[src/rtl/csr_pkg.sv]
// Shared definitions for the machine-mode CSR file and trap sequencer.
// Addresses of the optional counters are used only when CSR_COUNTERS_EN is defined.
package csr_pkg;

    localparam logic [11:0] CSR_MSTATUS   = 12'h300;
    localparam logic [11:0] CSR_MIE       = 12'h304;
    localparam logic [11:0] CSR_MTVEC     = 12'h305;
    localparam logic [11:0] CSR_MEPC      = 12'h341;
    localparam logic [11:0] CSR_MCAUSE    = 12'h342;
    localparam logic [11:0] CSR_MIP       = 12'h344;
    localparam logic [11:0] CSR_MCYCLE    = 12'hB00;
    localparam logic [11:0] CSR_MCYCLEH   = 12'hB80;
    localparam logic [11:0] CSR_MINSTRET  = 12'hB02;
    localparam logic [11:0] CSR_MINSTRETH = 12'hB82;

    localparam int MSTATUS_MIE_BIT  = 3;
    localparam int MSTATUS_MPIE_BIT = 7;

    typedef enum logic [1:0] {
        CSR_WRITE = 2'b00,
        CSR_SET   = 2'b01,
        CSR_CLEAR = 2'b10,
        CSR_NOP   = 2'b11
    } csr_op_e;

    typedef enum logic [1:0] {
        RUN  = 2'b00,
        TRAP = 2'b01,
        RET  = 2'b10
    } trap_state_e;

endpackage

[src/rtl/irq_prio_enc.sv]
// Fixed-priority encoder: the lowest-index asserted request wins.
module irq_prio_enc #(
    parameter int N     = 4,
    parameter int IDX_W = (N > 1) ? $clog2(N) : 1
) (
    input  logic [N-1:0]     req,
    output logic             valid,
    output logic [IDX_W-1:0] idx
);

    // Scan from the top so the lowest asserted index is the last one written.
    always_comb begin
        valid = 1'b0;
        idx   = '0;
        for (int i = N - 1; i >= 0; i--) begin
            if (req[i]) begin
                valid = 1'b1;
                idx   = IDX_W'(i);
            end else begin
                valid = valid;
                idx   = idx;
            end
        end
    end

endmodule

[src/rtl/csr_trap_unit.sv]
// Machine-mode CSR file with fixed-priority interrupt entry and mret redirect.
// Define CSR_COUNTERS_EN to add the 64-bit mcycle/minstret counters.
module csr_trap_unit
    import csr_pkg::*;
#(
    parameter int              XLEN           = 32,
    parameter int              NUM_IRQ        = 4,
    parameter int              IRQ_CAUSE_BASE = 16,
    parameter logic [XLEN-1:0] RESET_MTVEC    = 32'h0000_0100
) (
    input  logic              clk,
    input  logic              reset,
    input  logic [11:0]       csr_addr,
    input  logic [XLEN-1:0]   csr_write_data,
    input  logic              csr_write_enable,
    input  logic [1:0]        csr_op,
    input  logic              csr_read_enable,
    input  logic              is_mret,
    input  logic [XLEN-1:0]   pc,
    input  logic              pc_valid,
    input  logic [NUM_IRQ-1:0] irq,
    output logic [XLEN-1:0]   csr_read_data,
    output logic [XLEN-1:0]   exc_pc,
    output logic              epc_taken
);

    localparam int IDX_W = (NUM_IRQ > 1) ? $clog2(NUM_IRQ) : 1;

    function automatic logic [XLEN-1:0] csr_modify(input logic [XLEN-1:0] old_v,
                                                   input logic [XLEN-1:0] d,
                                                   input csr_op_e         op);
        case (op)
            CSR_WRITE: return d;
            CSR_SET:   return old_v | d;
            CSR_CLEAR: return old_v & ~d;
            default:   return old_v;
        endcase
    endfunction

    logic                mstatus_mie_r;
    logic                mstatus_mpie_r;
    logic [NUM_IRQ-1:0]  mie_r;
    logic [NUM_IRQ-1:0]  mip_r;
    logic [XLEN-3:0]     mtvec_base_r;
    logic                mtvec_mode_r;
    logic [XLEN-3:0]     mepc_r;
    logic [XLEN-1:0]     mcause_r;
    trap_state_e         state_r;
    trap_state_e         state_next_s;
    logic [XLEN-1:0]     exc_pc_r;
    logic                epc_taken_r;

    logic [XLEN-1:0]     csr_old_s;
    logic [XLEN-1:0]     csr_new_s;
    logic                csr_wr_s;
    csr_op_e             csr_op_s;
    logic [NUM_IRQ-1:0]  pend_s;
    logic                pend_valid_s;
    logic [IDX_W-1:0]    pend_idx_s;
    logic [XLEN-1:0]     cause_s;
    logic [XLEN-1:0]     mtvec_pc_s;
    logic [XLEN-1:0]     trap_vec_s;
    logic                take_trap_s;
    logic                take_ret_s;
    logic [XLEN-1:0]     exc_pc_next_s;
    logic                epc_taken_next_s;
    logic                unused_s;

`ifdef CSR_COUNTERS_EN
    logic [63:0]         mcycle_r;
    logic [63:0]         minstret_r;
`endif

    assign csr_op_s = csr_op_e'(csr_op);
    assign csr_wr_s = csr_write_enable && (csr_op_s != CSR_NOP);
    assign unused_s = ^{pc[1:0], cause_s[XLEN-1]};

    // Pre-modify value of the addressed CSR; unimplemented addresses read zero.
    always_comb begin
        csr_old_s = '0;
        case (csr_addr)
            CSR_MSTATUS: begin
                csr_old_s[MSTATUS_MIE_BIT]  = mstatus_mie_r;
                csr_old_s[MSTATUS_MPIE_BIT] = mstatus_mpie_r;
            end
            CSR_MIE:    csr_old_s[IRQ_CAUSE_BASE +: NUM_IRQ] = mie_r;
            CSR_MIP:    csr_old_s[IRQ_CAUSE_BASE +: NUM_IRQ] = mip_r;
            CSR_MTVEC:  csr_old_s = {mtvec_base_r, 1'b0, mtvec_mode_r};
            CSR_MEPC:   csr_old_s = {mepc_r, 2'b00};
            CSR_MCAUSE: csr_old_s = mcause_r;
`ifdef CSR_COUNTERS_EN
            CSR_MCYCLE:    csr_old_s[31:0] = mcycle_r[31:0];
            CSR_MCYCLEH:   csr_old_s[31:0] = mcycle_r[63:32];
            CSR_MINSTRET:  csr_old_s[31:0] = minstret_r[31:0];
            CSR_MINSTRETH: csr_old_s[31:0] = minstret_r[63:32];
`endif
            default:    csr_old_s = '0;
        endcase
    end

    assign csr_new_s = csr_modify(csr_old_s, csr_write_data, csr_op_s);

    // Read port gated by the enable.
    always_comb begin
        if (csr_read_enable) begin
            csr_read_data = csr_old_s;
        end else begin
            csr_read_data = '0;
        end
    end

    assign pend_s = mip_r & mie_r & {NUM_IRQ{mstatus_mie_r}};

    irq_prio_enc #(.N(NUM_IRQ), .IDX_W(IDX_W)) u_prio (
        .req   (pend_s),
        .valid (pend_valid_s),
        .idx   (pend_idx_s)
    );

    assign cause_s    = XLEN'(IRQ_CAUSE_BASE) + XLEN'(pend_idx_s);
    assign mtvec_pc_s = {mtvec_base_r, 2'b00};
    assign trap_vec_s = mtvec_mode_r ? (mtvec_pc_s + {cause_s[XLEN-3:0], 2'b00}) : mtvec_pc_s;

    // Sequencer state register.
    always_ff @(posedge clk) begin
        if (reset) begin
            state_r <= RUN;
        end else begin
            state_r <= state_next_s;
        end
    end

    // Next state: mret has priority over a pending interrupt.
    always_comb begin
        state_next_s = RUN;
        case (state_r)
            RUN: begin
                if (is_mret) begin
                    state_next_s = RET;
                end else if (pend_valid_s && pc_valid) begin
                    state_next_s = TRAP;
                end else begin
                    state_next_s = RUN;
                end
            end
            TRAP:    state_next_s = RUN;
            RET:     state_next_s = RUN;
            default: state_next_s = RUN;
        endcase
    end

    // Redirect decisions and next values of the registered outputs.
    always_comb begin
        take_trap_s      = (state_r == RUN) && pend_valid_s && pc_valid && !is_mret;
        take_ret_s       = (state_r == RUN) && is_mret;
        exc_pc_next_s    = exc_pc_r;
        epc_taken_next_s = 1'b0;
        if (take_trap_s) begin
            exc_pc_next_s    = trap_vec_s;
            epc_taken_next_s = 1'b1;
        end else if (take_ret_s) begin
            exc_pc_next_s    = {mepc_r, 2'b00};
            epc_taken_next_s = 1'b1;
        end else begin
            exc_pc_next_s    = exc_pc_r;
            epc_taken_next_s = 1'b0;
        end
    end

    // Registered redirect outputs.
    always_ff @(posedge clk) begin
        if (reset) begin
            exc_pc_r    <= '0;
            epc_taken_r <= 1'b0;
        end else begin
            exc_pc_r    <= exc_pc_next_s;
            epc_taken_r <= epc_taken_next_s;
        end
    end

    assign exc_pc    = exc_pc_r;
    assign epc_taken = epc_taken_r;

    // CSR state; hardware trap/mret updates take precedence over software writes.
    always_ff @(posedge clk) begin
        if (reset) begin
            mstatus_mie_r  <= 1'b0;
            mstatus_mpie_r <= 1'b0;
            mie_r          <= '0;
            mip_r          <= '0;
            mtvec_base_r   <= RESET_MTVEC[XLEN-1:2];
            mtvec_mode_r   <= RESET_MTVEC[0];
            mepc_r         <= '0;
            mcause_r       <= '0;
        end else begin
            mip_r <= irq;
            if (take_trap_s) begin
                mstatus_mpie_r <= mstatus_mie_r;
                mstatus_mie_r  <= 1'b0;
            end else if (take_ret_s) begin
                mstatus_mie_r  <= mstatus_mpie_r;
                mstatus_mpie_r <= 1'b1;
            end else if (csr_wr_s && (csr_addr == CSR_MSTATUS)) begin
                mstatus_mie_r  <= csr_new_s[MSTATUS_MIE_BIT];
                mstatus_mpie_r <= csr_new_s[MSTATUS_MPIE_BIT];
            end
            if (csr_wr_s && (csr_addr == CSR_MIE)) begin
                mie_r <= csr_new_s[IRQ_CAUSE_BASE +: NUM_IRQ];
            end
            if (csr_wr_s && (csr_addr == CSR_MTVEC)) begin
                mtvec_base_r <= csr_new_s[XLEN-1:2];
                mtvec_mode_r <= csr_new_s[0];
            end
            if (take_trap_s) begin
                mepc_r   <= pc[XLEN-1:2];
                mcause_r <= {1'b1, cause_s[XLEN-2:0]};
            end else begin
                if (csr_wr_s && (csr_addr == CSR_MEPC)) begin
                    mepc_r <= csr_new_s[XLEN-1:2];
                end
                if (csr_wr_s && (csr_addr == CSR_MCAUSE)) begin
                    mcause_r <= csr_new_s;
                end
            end
        end
    end

`ifdef CSR_COUNTERS_EN
    // Free-running and retire counters; a software write replaces that cycle's increment.
    always_ff @(posedge clk) begin
        if (reset) begin
            mcycle_r   <= 64'd0;
            minstret_r <= 64'd0;
        end else begin
            if (csr_wr_s && (csr_addr == CSR_MCYCLE)) begin
                mcycle_r <= {mcycle_r[63:32], csr_new_s[31:0]};
            end else if (csr_wr_s && (csr_addr == CSR_MCYCLEH)) begin
                mcycle_r <= {csr_new_s[31:0], mcycle_r[31:0]};
            end else begin
                mcycle_r <= mcycle_r + 64'd1;
            end
            if (csr_wr_s && (csr_addr == CSR_MINSTRET)) begin
                minstret_r <= {minstret_r[63:32], csr_new_s[31:0]};
            end else if (csr_wr_s && (csr_addr == CSR_MINSTRETH)) begin
                minstret_r <= {csr_new_s[31:0], minstret_r[31:0]};
            end else if (pc_valid && (state_r == RUN) && !take_trap_s) begin
                minstret_r <= minstret_r + 64'd1;
            end
        end
    end
`endif

endmodule
[config.mk]
export PLATFORM = sky130hd
export DESIGN_NAME = csr_trap_unit
export DESIGN_NICKNAME = d
export VERILOG_FILES = /design/src/rtl/csr_pkg.sv /design/src/rtl/irq_prio_enc.sv /design/src/rtl/csr_trap_unit.sv
export SDC_FILE = /design/constraint.sdc
export NUM_CORES = 1
export LEC_CHECK = 0
export CAP_MARGIN = 10
export CORE_ASPECT_RATIO = 1.5
export CORE_MARGIN = 4
export CORE_UTILIZATION = 25
export CTS_BUF_LIST = sky130_fd_sc_hd__clkbuf_4 sky130_fd_sc_hd__clkbuf_8 sky130_fd_sc_hd__clkbuf_16
export DETAILED_ROUTE_END_ITERATION = 8
export SLEW_MARGIN = 10
export SYNTH_ARGS = -nofsm -noshare
export SYNTH_HDL_FRONTEND = slang
export SYNTH_HIERARCHICAL = 1
export SYNTH_SLANG_ARGS = --single-unit
[constraint.sdc]
create_clock -name clk -period 6.9 [get_ports clk]
set_clock_uncertainty 0.15 [all_clocks]
set_input_delay 1.38 -clock clk [delete_from_list [all_inputs] [get_ports clk]]
set_output_delay 1.38 -clock clk [all_outputs]
set_load 0.02 [all_outputs]
==> results.sh, run 1 <==
export IMPL_drc=0
export IMPL_wl_met2_mm=17.2
export IMPL_first_pass_iters=5
export IMPL_final_cells=1660
export IMPL_wl_met3_mm=2.14
export IMPL_slew_viol_final=0
export IMPL_gp_congestion=0.925
export IMPL_pwr_share_clk_pct=48.9
export IMPL_power_density_mw_per_mm2=175
export IMPL_syn_avg_cell_area_um2=7.75
export IMPL_gr_total_overflow=0
export IMPL_clock_sinks=136
export IMPL_rsz0062_at_grt="no"
export IMPL_cp_startpoint="csr_addr[3]"
export IMPL_dp_cells=1628
export IMPL_power_leakage_nw=3.59
export IMPL_status="finished, final reports clean"
export IMPL_finalPower_mw=1.96
export IMPL_finalHoldViolations=0
export IMPL_cap_violations=0
export IMPL_end_kind="primary output"
export IMPL_nFillCells=3623
export IMPL_io_buffers=148
export IMPL_synth_top_area_share_pct=31.3
export IMPL_ys_warn_count=6
export IMPL_drt_initial_drc_count=763
export IMPL_drtAntennaViolNets=0
export IMPL_min_path_type="reg2reg"
export IMPL_die_x_um=160
export IMPL_peakVddDrop_v=0.000172
export IMPL_grt_use_total_pct=18.4
export IMPL_tns_ns=0
export IMPL_yosysMostFrequentCell="dfxtp_1"
export IMPL_synth_seq_cells=136
export IMPL_htree_levels=4
export IMPL_synth_edf_count=0
export IMPL_viasPerCell=5.59
export IMPL_cts_max_path_buffers=2
export IMPL_p_comb_share_pct=10.6
export IMPL_critPathCapture="csr_read_data[16]"
export IMPL_fin_nets=1313
export IMPL_critPathRequiredTime_ns=5.37
export IMPL_io_pins=153
export IMPL_crit_type="in2out"
export IMPL_synthCells=1122
export IMPL_synth_area_top_cells="dfxtp_1 31%, nor2_1 4.6%, nor2b_1 4.5%"
export IMPL_arrival_ns=4.23
export IMPL_num_antenna_cells=0
export IMPL_initial_core_util_pct=25.4
export IMPL_reg2reg_setup_slack_ns=3.36
export IMPL_ctsHoldBuffers=0
export IMPL_dieArea_mm2=0.0379
export IMPL_finalWorstSetupSlack_ns=1.14
export IMPL_yosysUniqueCellTypes=74
export IMPL_num_rows=83
export IMPL_async_flop_share_pct=0
export IMPL_ctsResizeCount=0
export IMPL_synthToLayoutAreaGrowth_pct=28.5
export IMPL_relSlewSlack_pct=26.8
export IMPL_critPathMaxFanout=16
export IMPL_seqPwrFrac_pct=40.5
export IMPL_drt_total_wl_mm=36.0
export IMPL_tritoncts="done"
export IMPL_synth_common_cells="136 x dfxtp_1, 106 x nor2_1, 74 x nand2_1, 72 x clkbuf_1, 63 x nor2b_1"
export IMPL_syn_area_mm2=0.00869
export IMPL_grt_pass1_vias=9200
export IMPL_finalCritPeriodShare_pct=83.5
export IMPL_antenna_found_initial=0
export IMPL_place_hpwl_mm=25.3
export IMPL_clock_latency_ns=0.43
export IMPL_critPathLaunchType="primary input"
export IMPL_placed_area_mm2=0.0106
export IMPL_fmax_mhz=174
export IMPL_ys_seq_area_share_pct=31.3
export IMPL_cts_setup_buffers=0
export IMPL_postLayoutCellArea_mm2=0.0112
export IMPL_whs_ns=0.304
export IMPL_grt_max_degree=76
export IMPL_cts_root_buffer="clkbuf_16"
export IMPL_synth_ff_type="dfxtp_1"
export IMPL_grt_pass1_wl_mm=54.6
export IMPL_synth_top_area_cell="dfxtp_1"
export IMPL_drt_met1_wl_mm=14.7
export IMPL_core_area_mm2=0.0343
export IMPL_reg2reg_from="mstatus_mie_r$_SDFFE_PP0P_"
export IMPL_worst_pin_slew_ns=1.10
export IMPL_final_util_pct=32.6
export IMPL_num_vias=9280
export IMPL_die_h_um=236
export IMPL_timing_rr_end="exc_pc[28]$_SDFFE_PP0P_"
export IMPL_period_needed_ns=5.76
export IMPL_drive_gt1_share_pct=7.04
export IMPL_reg2reg_depth=10
export IMPL_clk_pin_slew_worst_paths_ns=0.06
export IMPL_highest_signal_layer="met4"
export IMPL_numCtsBuffers=17
export IMPL_avgRoutedWirePerCell_um=21.7
export IMPL_place_ws_ns=1.17
export IMPL_power_switching_mw=0.506
export IMPL_internal_power_mw=1.45
export IMPL_sw_frac_of_total_pct=25.8
export IMPL_setup_viol=0
==> worst max-delay path, cell delays in order <==
cell	delay, ns
clkdlybuf4s50_1	0.58
nor4_4	0.59
and4_1	0.38
buf_4	0.28
a32oi_1	0.08
o21ai_0	0.15
and2_1	0.16
clkdlybuf4s50_1	0.63
==> per-layer routing <==
layer / GRT usage, % / vias up
li1: - / 4398
met1: 22.2 / 4435
met2: 31.0 / 364
met3: 3.50 / 83
met4: 9.65 / 0
met5: 0 / -
==> cell families (layout without fill, tap and decap cells) <==
family / Yosys count / in the layout / share of synthesized area, %
fa+ha+maj: 3 / 3 / 0.518
buf+inv: 119 / 231 / 5.51
xor+xnor: 25 / 25 / 2.52
compound gates: 324 / 324 / 26.1
simple gates: 505 / 505 / 32.8
flops: 136 / 136 / 31.3
other cells: 1 / 2 / 0.0431
mux: 9 / 9 / 1.11
==> layout by cell type, fill, tap and decap left out, types with 17 or more instances in the layout <==
cell,n
nand2_1,74
and3_1,24
nor3b_1,21
clkdlybuf4s50_1,144
a21oi_1,32
nor4bb_1,28
nor2_1,104
a31oi_1,33
o21ai_0,53
nor3_1,45
nor4_1,24
dfxtp_1,136
nand2b_1,28
nand3_1,27
xnor2_1,19
buf_4,29
inv_1,21
a311oi_1,29
nor2b_1,63
clkbuf_16,17
==> state kept, by name (all words and copies together), names as in the netlist <==
signal / count
exc_pc: 30
state_r: 2
epc_taken: 1
mstatus_mpie_r: 1
mtvec_mode_r: 1
mip_r: 4
mepc_r: 30
mtvec_base_r: 30
mcause_r: 32
mie_r: 4
mstatus_mie_r: 1
==> area by class of cell <==
cell class | instances | area, um2 | share of cell area [%]
Tap cell | 425 | 532 | 4.76
Clock buffer | 18 | 433 | 3.88
Clock inverter | 14 | 174 | 1.56
Timing Repair Buffer | 177 | 1680 | 15.0
Sequential cell | 136 | 2720 | 24.4
Multi-Input combinational cell | 868 | 5550 | 49.7
Inverter | 22 | 82.6 | 0.739
==> power by group through the flow <==
stage / clock, mW / sequential [mW] / combinational [mW]
2_1_floorplan: 0 / 0.811 / 0.100
3_3_place_gp: 0 / 0.811 / 0.203
3_5_place_dp: 0 / 0.811 / 0.206
4_1_cts: 0.964 / 0.793 / 0.207
5_1_grt: 1.00 / 0.793 / 0.222
6_report: 0.957 / 0.793 / 0.208
==> worst min path at each step <==
stage          slack (ns)  depth (start not counted)                       to                     from
2_1_floorplan        0.28                          2  mepc_r[27]$_SDFFE_PP0P_  mepc_r[27]$_SDFFE_PP0P_
3_3_place_gp         0.30                          2   exc_pc[7]$_SDFFE_PP0P_   exc_pc[7]$_SDFFE_PP0P_
5_1_grt              0.32                          2   exc_pc[7]$_SDFFE_PP0P_   exc_pc[7]$_SDFFE_PP0P_
4_1_cts              0.31                          2   exc_pc[7]$_SDFFE_PP0P_   exc_pc[7]$_SDFFE_PP0P_
3_5_place_dp         0.30                          2   exc_pc[7]$_SDFFE_PP0P_   exc_pc[7]$_SDFFE_PP0P_
6_report             0.30                          2   exc_pc[7]$_SDFFE_PP0P_   exc_pc[7]$_SDFFE_PP0P_
Power figures use the tool's default switching activity.
==> run 2, diff against run 1 <==
- clock period: 6.9 -> 4.8 ns (I/O delays scaled with it)
==> run 2 against run 1 <==
Sequential share of layout area shrank 0.39 points. Die area is the same. Cell count grew 0.96%. Utilization grew 0.53 points.
==> results.sh, run 2 (same netlist as run 1, synthesis figures left out) <==
export IMPL_ctsHoldBuffers=0
export IMPL_place_hpwl_mm=25.5
export IMPL_grt_pass1_wl_mm=54.4
export IMPL_nFillCells=3651
export IMPL_cts_setup_buffers=0
export IMPL_pwr_share_clk_pct=48.8
export IMPL_rsz0062_at_grt="no"
export IMPL_cts_root_buffer="clkbuf_16"
export IMPL_synthToLayoutAreaGrowth_pct=30.6
export IMPL_grt_use_total_pct=18.4
export IMPL_relSlewSlack_pct=27.4
export IMPL_seq_area_mm2=0.00272
export IMPL_viasPerCell=5.55
export IMPL_power_switching_mw=0.738
export IMPL_clk_pin_slew_worst_paths_ns=0.06
export IMPL_grtUsageMet3_pct=3.60
export IMPL_critPathRequiredTime_ns=3.69
export IMPL_num_antenna_cells=0
export IMPL_die_x_um=160
export IMPL_tritoncts="done"
export IMPL_antenna_found_initial=1
export IMPL_reg2reg_depth=10
export IMPL_slew_viol_final=0
export IMPL_critPathLaunchType="primary input"
export IMPL_core_area_mm2=0.0343
export IMPL_worst_pin_slew_ns=1.08
export IMPL_drive_gt1_share_pct=8.23
export IMPL_top_usage_layer="met2"
export IMPL_drt_total_wl_mm=36.0
export IMPL_num_vias=9306
export IMPL_hold_depth=2
export IMPL_peakVddDrop_v=0.000226
export IMPL_htree_levels=4
export IMPL_num_rows=83
export IMPL_final_common_cell="clkdlybuf4s50_1"
export IMPL_power_leakage_nw=3.68
export IMPL_whs_ns=0.307
export IMPL_arrival_ns=3.59
export IMPL_reg2reg_setup_slack_ns=1.33
export IMPL_drt_initial_drc_count=681
export IMPL_drtAntennaViolNets=0
export IMPL_end_kind="primary output"
export IMPL_critPathMaxFanout=13
export IMPL_first_pass_iters=5
export IMPL_numCtsBuffers=17
export IMPL_period_needed_ns=4.70
export IMPL_gr_total_overflow=0
export IMPL_crit_type="in2out"
export IMPL_cp_cell_sequence="clkdlybuf4s50_1 -> nor4_2 -> buf_4 -> and2_1 -> a22oi_1 -> o221ai_1 -> and2_1 -> clkdlybuf4s50_1"
export IMPL_largest_reg_flops=32
export IMPL_gp_congestion=0.909
export IMPL_sw_frac_of_total_pct=26.1
export IMPL_ctsResizeCount=0
export IMPL_crit_slowest_cell="clkdlybuf4s50_1"
export IMPL_io_pins=153
export IMPL_finalHoldViolations=0
export IMPL_fin_nets=1329
export IMPL_min_path_type="reg2reg"
export IMPL_use_met2_pct=31.7
export IMPL_fmax_mhz=213
export IMPL_dieArea_mm2=0.0379
export IMPL_final_cell_mix="145 x clkdlybuf4s50_1, 136 x dfxtp_1, 105 x nor2_1"
export IMPL_internal_power_mw=2.09
export IMPL_slowest_delay_ns=0.60
export IMPL_finalCritPeriodShare_pct=97.8
export IMPL_io_buffers=148
export IMPL_timing_rr_end="exc_pc[28]$_SDFFE_PP0P_"
export IMPL_top_register="mcause_r"
export IMPL_tns_ns=0
export IMPL_status="finished, final reports clean"
export IMPL_power_density_mw_per_mm2=249
export IMPL_cts_max_path_buffers=2
export IMPL_cap_violations=0
export IMPL_reg2reg_from="mstatus_mie_r$_SDFFE_PP0P_"
export IMPL_clock_sinks=136
export IMPL_setup_viol=0
export IMPL_die_h_um=236
export IMPL_multi_input_area_mm2=0.00556
export IMPL_drc=0
export IMPL_grt_max_degree=75
export IMPL_whs_endpoint="exc_pc[7]$_SDFFE_PP0P_"
export IMPL_seqPwrFrac_pct=40.3
export IMPL_grt_pass1_vias=9088
export IMPL_avgRoutedWirePerCell_um=21.5
export IMPL_clock_latency_ns=0.44
export IMPL_use_met1_pct=21.8
export IMPL_initial_core_util_pct=25.4
export IMPL_p_comb_share_pct=10.9
export IMPL_hold_start="exc_pc[7]$_SDFFE_PP0P_"
-- run 2: how the worst max path moves through the flow --
stage / startpoint / end / slack (ns) / cells after the start
floorplan: csr_addr[11] / csr_read_data[31] / 1.09 / 7
global placement: csr_addr[7] / csr_read_data[7] / 0.18 / 8
detailed placement: csr_addr[5] / csr_read_data[7] / 0.19 / 7
CTS: csr_addr[5] / csr_read_data[7] / 0.17 / 8
global route: csr_addr[5] / csr_read_data[7] / 0.008 / 8
finish: csr_addr[5] / csr_read_data[7] / 0.10 / 8
-- run 2: metal layers --
metal	routed length, um	vias to the layer above
met5	0	-
met4	1610	0
met3	2260	71
met2	17700	356
met1	14400	4445
li1	-	4434
-- run 2: power groups by stage --
stage / Sequential (mW) / Combinational (mW) / Clock [mW]
after global routing: 1.14 / 0.329 / 1.44
after CTS: 1.14 / 0.307 / 1.40
final: 1.14 / 0.308 / 1.38
after floorplan: 1.17 / 0.144 / 0
after global placement: 1.17 / 0.302 / 0
after detailed placement: 1.17 / 0.305 / 0
-- run 2: critical path: cells and delay by family --
family / cells / cell delay (ns)
buf+inv: 3 / 1.42
simple gates: 3 / 0.77
compound gates: 2 / 0.44
-- run 2: cell type report --
| cell class | instances | share of cell area [%] |
|---|---|---|
| multi-input combinational | 868 | 48.9 |
| sequential | 136 | 24.0 |
| timing repair buffer | 193 | 16.3 |
| tap | 425 | 4.68 |
| clock buffer | 18 | 3.81 |
| clock inverter | 14 | 1.54 |
| inverter | 22 | 0.727 |
-- run 2: stage by stage --
stage               std cells  total power [mW]  worst slack [ns]  utilization (%)  area, um2
finish                   1676              2.83             0.103             33.1      11400
global route             1676              2.91           0.00781             33.1      11400
CTS                      1676              2.85             0.173             33.1      11300
detailed placement       1644              1.47             0.193             31.3      10700
global placement         1644              1.47             0.184             31.3      10700
floorplan                1123              1.31              1.09                -       8700
==> run 3, diff against run 2 <==
- HOLD_SLACK_MARGIN: default -> 0.1
==> results of run 3 <==
Same layout as run 2: the final DEF is identical, and so are final timing and power.
